[config.mk]
export PLATFORM = sky130hd
export DESIGN_NAME = cte_stream
export DESIGN_NICKNAME = d
export VERILOG_FILES = /design/src/rtl/cte_stream.sv
export SDC_FILE = /design/constraint.sdc
export NUM_CORES = 1
export LEC_CHECK = 0
export ABC_CLOCK_PERIOD_IN_PS = 6300
export CORE_MARGIN = 2
export CORE_UTILIZATION = 35
export CTS_BUF_LIST = sky130_fd_sc_hd__clkbuf_8 sky130_fd_sc_hd__clkbuf_16
export DETAILED_ROUTE_END_ITERATION = 10
export DONT_BUFFER_PORTS = 1
export GPL_ROUTABILITY_DRIVEN = 0
export PLACE_DENSITY = 0.6
export SYNTH_ARGS = -nofsm -noshare
export SYNTH_HDL_FRONTEND = slang
export SYNTH_SLANG_ARGS = --single-unit
[constraint.sdc]
create_clock -name clk -period 6.3 [get_ports clk]
set_input_delay 1.26 -clock clk [delete_from_list [all_inputs] [get_ports clk]]
set_output_delay 1.26 -clock clk [all_outputs]
set_load 0.005 [all_outputs]
[src/rtl/cte_stream.sv]
// cte_stream: bidirectional colour-transform engine (YUV 4:2:2 <-> RGB)
// with a valid/ready output FIFO that absorbs downstream stalls.
// Optional macro CTE_SAT_FLAG_EN adds a per-word saturation flag (sat_flag).
module cte_stream #(
    parameter int DW    = 8,
    parameter int DEPTH = 4
) (
    input  logic            clk,
    input  logic            reset,
    input  logic            op_mode,
    input  logic            in_valid,
    output logic            in_ready,
    input  logic [DW-1:0]   yuv_in,
    input  logic [3*DW-1:0] rgb_in,
    output logic            out_valid,
    input  logic            out_ready,
    output logic [3*DW-1:0] rgb_out,
    output logic [DW-1:0]   yuv_out,
`ifdef CTE_SAT_FLAG_EN
    output logic            sat_flag,
`endif
    output logic            busy
);

    localparam int SW = DW + 6;
    localparam int AW = $clog2(DEPTH);
    localparam int CW = AW + 1;
`ifdef CTE_SAT_FLAG_EN
    localparam int FW = 3*DW + 1;
`else
    localparam int FW = 3*DW;
`endif

    localparam logic signed [SW-1:0] ZERO_K  = SW'(0);
    localparam logic signed [SW-1:0] ROUND_K = SW'(4);
    localparam logic signed [SW-1:0] MAXU_K  = SW'((1 << DW) - 1);
    localparam logic signed [SW-1:0] MAXS_K  = SW'((1 << (DW-1)) - 1);
    localparam logic signed [SW-1:0] MINS_K  = SW'(-(1 << (DW-1)));

    typedef enum logic [2:0] {
        IDLE, Y_Y1, Y_V, Y_Y2, R_U, R_Y1, R_V, R_P1
    } state_t;

    // Unsigned component widened to the signed sum width
    function automatic logic signed [SW-1:0] zx(input logic [DW-1:0] v);
        return signed'(SW'(v));
    endfunction

    // Two's-complement chroma widened to the signed sum width
    function automatic logic signed [SW-1:0] sx(input logic [DW-1:0] v);
        return SW'(signed'(v));
    endfunction

    // Divide by 8 with round-half-up
    function automatic logic signed [SW-1:0] rnd(input logic signed [SW-1:0] s);
        return (s + ROUND_K) >>> 3;
    endfunction

    function automatic logic [DW-1:0] clampU(input logic signed [SW-1:0] r);
        logic [DW-1:0] res;
        if (r < ZERO_K)      res = '0;
        else if (r > MAXU_K) res = '1;
        else                 res = r[DW-1:0];
        return res;
    endfunction

    function automatic logic [DW-1:0] clampS(input logic signed [SW-1:0] r);
        logic [DW-1:0] res;
        if (r < MINS_K)      res = MINS_K[DW-1:0];
        else if (r > MAXS_K) res = MAXS_K[DW-1:0];
        else                 res = r[DW-1:0];
        return res;
    endfunction

`ifdef CTE_SAT_FLAG_EN
    function automatic logic overU(input logic signed [SW-1:0] r);
        return (r < ZERO_K) || (r > MAXU_K);
    endfunction

    function automatic logic overS(input logic signed [SW-1:0] r);
        return (r < MINS_K) || (r > MAXS_K);
    endfunction
`endif

    state_t              state_q, state_d;
    logic [DW-1:0]       uLatch_q, uLatch_d;
    logic [DW-1:0]       y1Latch_q, y1Latch_d;
    logic [DW-1:0]       vLatch_q, vLatch_d;
    logic [3*DW-1:0]     pix0_q, pix0_d;

    logic [FW-1:0]       mem_q [DEPTH];
    logic [AW-1:0]       wrPtr_q, rdPtr_q;
    logic [CW-1:0]       count_q;
    logic [CW-1:0]       freeSlots;
    logic                accept, pushEn, popEn;

    logic [DW-1:0]       yOp, uOp, vOp;
    logic [3*DW-1:0]     pixOp;
    logic signed [SW-1:0] yE, uE, vE, rE, gE, bE;
    logic signed [SW-1:0] sumR, sumG, sumB, sumY, sumU, sumV;
    logic signed [SW-1:0] rndR, rndG, rndB, rndY, rndU, rndV;
    logic [3*DW-1:0]     pushData;
    logic [FW-1:0]       pushWord, headWord;

    assign freeSlots = CW'(DEPTH) - count_q;
    assign out_valid = (count_q != '0);
    assign popEn     = out_valid && out_ready;
    assign busy      = (state_q != IDLE) || out_valid;
    assign headWord  = mem_q[rdPtr_q];
    assign rgb_out   = headWord[3*DW-1:0];
    assign yuv_out   = headWord[DW-1:0];
`ifdef CTE_SAT_FLAG_EN
    assign sat_flag  = headWord[3*DW];
`endif

    // Group sequencer: handshake, component latching and push scheduling
    always_comb begin
        state_d   = state_q;
        uLatch_d  = uLatch_q;
        y1Latch_d = y1Latch_q;
        vLatch_d  = vLatch_q;
        pix0_d    = pix0_q;
        in_ready  = 1'b0;
        pushEn    = 1'b0;

        case (state_q)
            IDLE:                  in_ready = op_mode ? (freeSlots >= CW'(4))
                                                      : (freeSlots >= CW'(2));
            Y_Y1, Y_V, Y_Y2, R_P1: in_ready = 1'b1;
            default:               in_ready = 1'b0;
        endcase
        if (!reset) begin
            in_ready = 1'b0;
        end
        accept = in_valid && in_ready;

        case (state_q)
            IDLE: begin
                if (accept) begin
                    if (op_mode) begin
                        pix0_d  = rgb_in;
                        state_d = R_U;
                    end else begin
                        uLatch_d = yuv_in;
                        state_d  = Y_Y1;
                    end
                end
            end
            Y_Y1: begin
                if (accept) begin
                    y1Latch_d = yuv_in;
                    state_d   = Y_V;
                end
            end
            Y_V: begin
                if (accept) begin
                    vLatch_d = yuv_in;
                    pushEn   = 1'b1;
                    state_d  = Y_Y2;
                end
            end
            Y_Y2: begin
                if (accept) begin
                    pushEn  = 1'b1;
                    state_d = IDLE;
                end
            end
            R_U: begin
                pushEn  = 1'b1;
                state_d = R_Y1;
            end
            R_Y1: begin
                pushEn  = 1'b1;
                state_d = R_V;
            end
            R_V: begin
                pushEn  = 1'b1;
                state_d = R_P1;
            end
            R_P1: begin
                if (accept) begin
                    pushEn  = 1'b1;
                    state_d = IDLE;
                end
            end
            default: state_d = IDLE;
        endcase
    end

    // Operand selection: Y_V converts with the V byte arriving this cycle
    always_comb begin
        yOp = yuv_in;
        uOp = uLatch_q;
        vOp = vLatch_q;
        if (state_q == Y_V) begin
            yOp = y1Latch_q;
            vOp = yuv_in;
        end
        pixOp = (state_q == R_P1) ? rgb_in : pix0_q;
    end

    assign yE = zx(yOp);
    assign uE = sx(uOp);
    assign vE = sx(vOp);
    assign rE = zx(pixOp[3*DW-1:2*DW]);
    assign gE = zx(pixOp[2*DW-1:DW]);
    assign bE = zx(pixOp[DW-1:0]);

    assign sumR = (yE <<< 3) + (vE <<< 3) + (vE <<< 2) + vE;
    assign sumG = (yE <<< 3) - (uE <<< 1) - (vE <<< 2) - (vE <<< 1);
    assign sumB = (yE <<< 3) + (uE <<< 4);
    assign sumY = (rE <<< 1) + (gE <<< 2) + gE + bE;
    assign sumU = (bE <<< 2) - rE - (gE <<< 1) - gE;
    assign sumV = (rE <<< 2) - (gE <<< 1) - gE - bE;

    assign rndR = rnd(sumR);
    assign rndG = rnd(sumG);
    assign rndB = rnd(sumB);
    assign rndY = rnd(sumY);
    assign rndU = rnd(sumU);
    assign rndV = rnd(sumV);

    // Word to push: an RGB pixel in mode 0, one clamped component in mode 1
    always_comb begin
        pushData = {clampU(rndR), clampU(rndG), clampU(rndB)};
        case (state_q)
            R_U:        pushData = {{(2*DW){1'b0}}, clampS(rndU)};
            R_Y1, R_P1: pushData = {{(2*DW){1'b0}}, clampU(rndY)};
            R_V:        pushData = {{(2*DW){1'b0}}, clampS(rndV)};
            default:    ;
        endcase
    end

`ifdef CTE_SAT_FLAG_EN
    logic pushSat;

    // Saturation marker travelling with the pushed word
    always_comb begin
        pushSat = overU(rndR) | overU(rndG) | overU(rndB);
        case (state_q)
            R_U:        pushSat = overS(rndU);
            R_Y1, R_P1: pushSat = overU(rndY);
            R_V:        pushSat = overS(rndV);
            default:    ;
        endcase
    end

    assign pushWord = {pushSat, pushData};
`else
    assign pushWord = pushData;
`endif

    // State, latches and FIFO storage with synchronous active-low reset
    always_ff @(posedge clk) begin
        if (!reset) begin
            state_q   <= IDLE;
            uLatch_q  <= '0;
            y1Latch_q <= '0;
            vLatch_q  <= '0;
            pix0_q    <= '0;
            wrPtr_q   <= '0;
            rdPtr_q   <= '0;
            count_q   <= '0;
            for (int i = 0; i < DEPTH; i++) begin
                mem_q[i] <= '0;
            end
        end else begin
            state_q   <= state_d;
            uLatch_q  <= uLatch_d;
            y1Latch_q <= y1Latch_d;
            vLatch_q  <= vLatch_d;
            pix0_q    <= pix0_d;
            if (pushEn) begin
                mem_q[wrPtr_q] <= pushWord;
                wrPtr_q        <= wrPtr_q + AW'(1);
            end
            if (popEn) begin
                rdPtr_q <= rdPtr_q + AW'(1);
            end
            case ({pushEn, popEn})
                2'b10:   count_q <= count_q + CW'(1);
                2'b01:   count_q <= count_q - CW'(1);
                default: ;
            endcase
        end
    end

endmodule

==> run_results.csv, run 1 <==
group,metric,value,unit
placed_design,portBuffers,0,
run_status,status,"finished, final reports clean",
logic_synthesis,yosysWarningCount,0,
power,p_int,0.003540,W
timing,fin_skew,0.01565,ns
power,p_switching,0.003201,W
timing,grt_setup_unrepaired,"no",
run,maxCapViolations,0,
worst_setup_path,r2r_slack,0.38,ns
logic_synthesis,postSynthCellCount,1237,
routing,wire_per_inst,17.49,µm
routing,drc,0,
grt,grt_pass1_vias,9101,
cts,clk_pin_slew,0.07,ns
worst_setup_path,rr_worst_depth,21,
logic_synthesis,postSynthAreaPerCell,9.992,µm²
routing,dr_wl_met3,1.646,mm
cts,cts_tree,"done",
cts,cts_max_level,4,
power,combPwrFrac,64.3,%
timing,fmax,168.9,MHz
die,die_h,191.9,µm
die,core-area,0.03463,mm²
timing,slew_headroom,35.28,%
logic_synthesis,synth_edf_count,96,
logic_synthesis,synth_most_common_cell,"nand2_1",
routing,wl_met2,13.53,mm
timing,setup-violations-final,0,
die,die_w,191.9,µm
logic_synthesis,ys_types,88,
grt,grt_usage,16.85,%
die,initial_core_util,35.70,%
worst_setup_path,crit_path_start_kind,"flip-flop",
routing,vias,9028,
power,p_leak,5.299,nW
routing,wl_met1,14.02,mm
timing,hold_viol_final,0,
routing,final_antenna_net_count,0,
logic_synthesis,synth_area_leaders,"edfxtp_1 23%, ha_1 11%, dfxtp_1 9.7%",
worst_setup_path,endpoint_kind,"flip-flop",
logic_synthesis,synth_async_sr_flop_share,0,%
grt,grt_pass1_wl,48.33,mm
routing,firstDrtPassIters,5,
routing,topRoutingLayerUsed,"met4",
timing,slew_viol_final,0,
grt,grt_max_degree,69,
cts,cts_root_buf,"clkbuf_16",
routing,vias_per_cell,5.317,
timing,hold_slack,0.4632,ns
die,rows,68,
cts,cts_sinks,156,
logic_synthesis,synth_area_leader_cell,"edfxtp_1",
die,ios,72,
routing,routed_wl,29.70,mm
min_path,holdPathStages,2,
power,switching_share,47.49,%
worst_setup_path,critical_path_class,"reg2reg",
min_path,worstHoldPathType,"reg2reg",
layout,drive_gt1_share,11.18,%
routing,drtIter0Drc,763,
grt,antenna_found_initial,0,
timing,final.setup.tns,0,ns
min_path,worstHoldEndpoint,"pix0_q[21]$_SDFFE_PN0P_",
layout,nets,1421,
worst_setup_path,cp.arrival,6.07,ns
cts,cts_buffers,17,
logic_synthesis,seq_area_frac_synth,33.04,%
worst_setup_path,r2r_start,"state_q[2]$_SDFFE_PN0P_",
cts,max-clock-path-buffers,2,
power,clkPwrFrac,16.2,%
min_path,hold_start,"pix0_q[21]$_SDFFE_PN0P_",
timing,fin_crit,5.922,ns
logic_synthesis,ys_seq_elements,156,
layout,syn2layout_area_growth,9.110,%
grt,grt-ovfl-total,0,
timing,fin_crit_sh,93.99,%
placed_design,hpwl,22.83,mm
logic_synthesis,synth_nets,1428,
die,dieArea,0.03684,mm²
power,ir_drop,0.0003555,V
timing,worst_pin_slew,0.9681,ns
logic_synthesis,synth_top_area_share,23.32,%
worst_setup_path,crit_fanout,15,
logic_synthesis,ys.flop_type,"edfxtp_1",
worst_setup_path,startpoint,"state_q[2]$_SDFFE_PN0P_",
power,seqPwrFrac,19.5,%
layout,n_antenna_cell,0,
worst_setup_path,reg2reg_to,"mem_q[2][4]$_SDFFCE_PN0P_",
worst_setup_path,worstPathRequired,6.45,ns
logic_synthesis,syn-cell-area,0.01236,mm²
power,power.density,499.8,mW/mm²
logic_synthesis,synthTopCellsByCount,"125 x nand2_1, 108 x ha_1, 96 x edfxtp_1, 95 x nor2_1, 82 x inv_1",
cts,clk_latency,0.44,ns
## cells in the final DEF, fill, tap and decap left out, drive strengths merged, types with 4 or more instances in the layout
master,netlist,routed
a211oi,15,15
mux4,24,24
o211ai,5,5
o21ai,54,54
o21ba,5,5
mux2,10,10
o21bai,11,11
clkbuf,28,17
nor2b,20,20
a21oi,53,53
nor4,4,4
maj3,6,6
a21boi,43,43
xor2,23,23
xnor2,49,49
nand3,14,14
nand2,125,125
a22oi,4,4
buf,23,25
dfxtp,60,60
edfxtp,96,96
fa,46,46
ha,108,108
inv,84,94
mux2i,40,40
and2,16,16
nor2,96,96
a31oi,6,6
o21a,17,17
or2,7,7
nand2b,7,7
or3,6,6
nor3b,4,4
nor3,55,55
a21o,24,24
o41ai,5,5
## logic make-up after synthesis
group / synth area share [%]
AOI/OAI and AO/OA: 15.39
DFF: 33.04
adders and majority gates: 18.92
and+or+nand+nor: 13.93
xor gates and xnor gates: 5.102
muxes: 8.918
buffers and inverters: 4.707
## stage by stage
stage	std cells	instance area [µm²]	total power, W	setup slack, ns	util, %
2_1_floorplan	1237	12360	0.004617	0.3495	-
3_3_place_gp	1666	12860	0.005533	0.2223	37.13
3_5_place_dp	1666	12860	0.005574	0.1444	37.13
4_1_cts	1698	13470	0.006698	0.3633	38.91
5_1_grt	1698	13490	0.007347	0.006231	38.95
6_report	1698	13490	0.006741	0.3785	38.95
## sequential cells by signal (all words and copies together) (netlist names), named ones only
register	cells
pix0_q	24
count_q	3
vLatch_q	8
rdPtr_q	2
mem_q	96
wrPtr_q	2
state_q	3
y1Latch_q	8
uLatch_q	8
## power groups by stage
stage          Clock (W)  Sequential, W  Combinational [W]
6_report         0.00109        0.00132            0.00433
5_1_grt          0.00115        0.00134            0.00486
4_1_cts          0.00111        0.00132            0.00427
3_5_place_dp           0        0.00134            0.00423
3_3_place_gp           0        0.00134            0.00419
2_1_floorplan          0        0.00128            0.00334
## worst max path at each step
stage                           endpoint  slack, ns
3_3_place_gp   mem_q[2][5]$_SDFFCE_PN0P_       0.22
4_1_cts        mem_q[0][5]$_SDFFCE_PN0P_       0.36
2_1_floorplan  mem_q[0][4]$_SDFFCE_PN0P_       0.35
5_1_grt        mem_q[0][4]$_SDFFCE_PN0P_      0.006
6_report       mem_q[2][4]$_SDFFCE_PN0P_       0.38
3_5_place_dp   mem_q[2][4]$_SDFFCE_PN0P_       0.14
## critical path: stages, from the launching register on
cell	delay, ns
dfxtp_1	0.34
and3_4	0.34
buf_4	0.34
mux2i_4	0.29
inv_2	0.10
maj3_2	0.35
maj3_2	0.33
nor2_2	0.12
nor2_1	0.07
xnor2_1	0.14
fa_1	0.50
inv_1	0.05
ha_1	0.28
ha_1	0.38
nand3_1	0.10
o22ai_1	0.26
o41ai_2	0.11
or4b_1	0.47
o21ai_1	0.41
a21oi_1	0.10
a311oi_2	0.44
nor3b_1	0.10
## cell type report
cell class              instances  area, µm²
clock buffers                  17      425.4
clock inverters                15      190.2
fillers                      3387      21140
inverters                      84      315.3
multi-input cells             946       7714
flip-flops and latches        156       4085
well taps                     455      569.3
repair buffers                 25      187.7
## repair_timing
item                       in CTS  in global routing
setup endpoints to repair       0                 20
buffers inserted                0                  0
resized for setup               0                  2
hold buffers                    0                  0
## layer usage
metal	vias up	GRT usage, %
li1	4416	-
met1	4368	23.00
met2	208	27.20
met3	36	3.417
met4	0	4.408
met5	-	0
No activity file was read; power rests on OpenSTA's default activity.
==> run 2: changes to the inputs <==
--- a/config.mk
+++ b/config.mk
@@ -10,9 +10,8 @@
 export CORE_UTILIZATION = 35
 export CTS_BUF_LIST = sky130_fd_sc_hd__clkbuf_8 sky130_fd_sc_hd__clkbuf_16
 export DETAILED_ROUTE_END_ITERATION = 10
-export DONT_BUFFER_PORTS = 1
 export GPL_ROUTABILITY_DRIVEN = 0
-export PLACE_DENSITY = 0.6
+export PLACE_DENSITY = 0.62
 export SYNTH_ARGS = -nofsm -noshare
 export SYNTH_HDL_FRONTEND = slang
 export SYNTH_SLANG_ARGS = --single-unit
==> run 2 against run 1 <==
Net effect: die area did not move; clock power fell by 5%; via count rose by 4.3%; hold slack got worse by 0.0018 ns; first-iteration DRC count fell by 27%; critical path type is now in2reg; critical endpoint is now mem_q[1][0]$_SDFFCE_PN0P_.
==> run_results.csv, run 2 (same netlist as run 1, synthesis figures left out) <==
group,metric,value,unit
power,ir_drop,0.0003236,V
worst_setup_path,cp_top_family,"adder cells",
timing,fin_crit_sh,95.99,%
power,combPwrFrac,67.5,%
layout,regMostFlops,"mem_q",
worst_setup_path,slowest_stage,"or4b_1",
routing,drc,0,
worst_setup_path,crit_path_start_kind,"input port",
timing,worst_pin_slew,1.215,ns
worst_setup_path,crit_chain,"clkdlybuf4s50_1, mux2_4, xnor2_1, ha_1, a21o_1, maj3_2, o211ai_2, nand2_1, nor2_2, nor2_2, fa_1, ha_1, ha_4, nand3_1, o22ai_2, o41ai_2, or4b_1, o21ai_2, buf_4, buf_4, a21oi_1, nor2_1, buf_4, nor3_1",
layout,nets,1535,
layout,largest_reg_flops,96,
worst_setup_path,worst_path_largest_cell_delay,0.49,ns
cts,cts_max_level,4,
power,p_switching,0.003259,W
layout,syn2layout_area_growth,17.81,%
die,die_w,191.9,µm
layout,final_cell_mix,"125 x nand2_1, 107 x ha_1, 96 x edfxtp_1, 93 x nor2_1, 82 x inv_1",
power,seqPwrFrac,18.1,%
placed_design,hpwl,22.94,mm
routing,final_antenna_net_count,0,
timing,fin_skew,0.02245,ns
worst_setup_path,crit_buf_inv,4,
worst_setup_path,r2r_slack,0.63,ns
timing,slew_viol_final,0,
power,p_leak,5.787,nW
layout,reg_top3,"mem_q (96), pix0_q (24)",
layout,regArea,0.004085,mm²
placed_design,portBuffers,71,
cts,clk_pin_slew,0.07,ns
worst_setup_path,cp.arrival,6.19,ns
run,maxCapViolations,0,
cts,cts_sinks,156,
grt,grt_pass1_wl,48.78,mm
power,switching_share,44.83,%
cts,clk_latency,0.44,ns
timing,fin_crit,6.047,ns
grt,grt_usage,16.77,%
worst_setup_path,endpoint_kind,"flip-flop",
timing,setup-violations-final,0,
timing,hold_slack,0.4614,ns
grt,grt_pass1_vias,9402,
cts,max-clock-path-buffers,2,
timing,fmax,165.4,MHz
timing,slew_headroom,18.81,%
routing,drtIter0Drc,555,
grt,antenna_found_initial,0,
routing,vias_per_cell,5.198,
timing,hold_viol_final,0,
power,clkPwrFrac,14.4,%
routing,routed_wl,29.65,mm
die,die_h,191.9,µm
die,dieArea,0.03684,mm²
routing,vias,9418,
min_path,worstHoldPathType,"reg2reg",
cts,cts_tree,"done",
die,core-area,0.03463,mm²
routing,wire_per_inst,16.36,µm
worst_setup_path,crit_fanout,6,
power,p_int,0.004011,W
worst_setup_path,critical_path_class,"in2reg",
power,power.density,499.2,mW/mm²
layout,n_antenna_cell,0,
layout,nFillCells,3365,
cts,cts_buffers,17,
die,ios,72,
run_status,status,"finished, final reports clean",
worst_setup_path,cpMostUsedCell,"buf_4",
cts,cts_root_buf,"clkbuf_16",
die,initial_core_util,35.70,%
layout,layout_commonest_cell,"nand2_1",
die,rows,68,
grt,grt-ovfl-total,0,
timing,worst_slack,0.2529,ns
layout,drive_gt1_share,14.00,%
worst_setup_path,worstPathRequired,6.45,ns
routing,firstDrtPassIters,6,
timing,grt_setup_unrepaired,"yes",
layout,multiInputGateArea,0.007761,mm²
placed_design,place_worst_setup_slack,-0.2248,ns
grt,grt_max_degree,45,
-- run 2: cell type report --
class,count,share of cell area (%)
timing repair buffer,139,8.438
inverter,84,2.165
multi-input combinational,946,53.30
clock buffer,17,2.921
sequential,156,28.05
tap,455,3.910
clock inverter,15,1.212
-- run 2: worst reg2reg max path, stage by stage (launching register included) --
cell and delay (ns):
dfxtp_1 0.34, and3_4 0.32, buf_4 0.37, mux2i_1 0.30
ha_1 0.29, a31o_2 0.21, a31oi_1 0.26, o21ai_0 0.18
nor2_1 0.14, xnor2_1 0.15, fa_1 0.47, ha_1 0.31
ha_1 0.27, a211oi_1 0.28, nor4b_1 0.29, a32oi_1 0.23
a41oi_1 0.29, buf_4 0.17, nand2_1 0.06, o31ai_2 0.21
buf_4 0.17, nor2_1 0.05
-- run 2: path summary, 6_finish.rpt --
| kind | from | end | cells past startpoint |
|---|---|---|---|
| min reg2reg | y1Latch_q[0]$_SDFFE_PN0P_ | y1Latch_q[0]$_SDFFE_PN0P_ | 2 |
| max reg2reg | state_q[0]$_SDFFE_PN0P_ | mem_q[0][6]$_SDFFCE_PN0P_ | 21 |
| min | y1Latch_q[0]$_SDFFE_PN0P_ | y1Latch_q[0]$_SDFFE_PN0P_ | 2 |
| max | rgb_in[16] | mem_q[1][0]$_SDFFCE_PN0P_ | 24 |
-- run 2: metrics by stage --
step,instances,TNS [ns],total power (W),cell area (µm²),util [%]
2_1_floorplan,1237,0,0.004617,12360,-
3_3_place_gp,1779,-1.566,0.006008,13890,40.12
3_5_place_dp,1779,-3.790,0.006070,13890,40.12
4_1_cts,1811,0,0.007153,14490,41.86
5_1_grt,1812,-0.04137,0.007884,14560,42.05
6_report,1812,0,0.007270,14560,42.05
-- run 2: layer usage --
layer  vias to the layer above  global-route usage (%)  wire, µm
li1                       4651                       -         -
met1                      4510                   23.07     14090
met2                       231                   27.55     13600
met3                        26                   2.686      1583
met4                         0                   4.083       379
met5                         -                       0         0
-- run 2: power by group through the flow --
stage | clock network, W | logic [W] | registers [W]
after floorplan | 0 | 0.00334 | 0.00128
after global placement | 0 | 0.00467 | 0.00134
after detailed placement | 0 | 0.00473 | 0.00134
after CTS | 0.00106 | 0.00477 | 0.00132
after global routing | 0.00110 | 0.00545 | 0.00134
final | 0.00104 | 0.00491 | 0.00132
-- run 2: what timing repair did --
action,4_1_cts,5_1_grt
setup endpoints to repair,0,28
buffers inserted,0,1
resized for setup,0,11
hold buffers,0,0
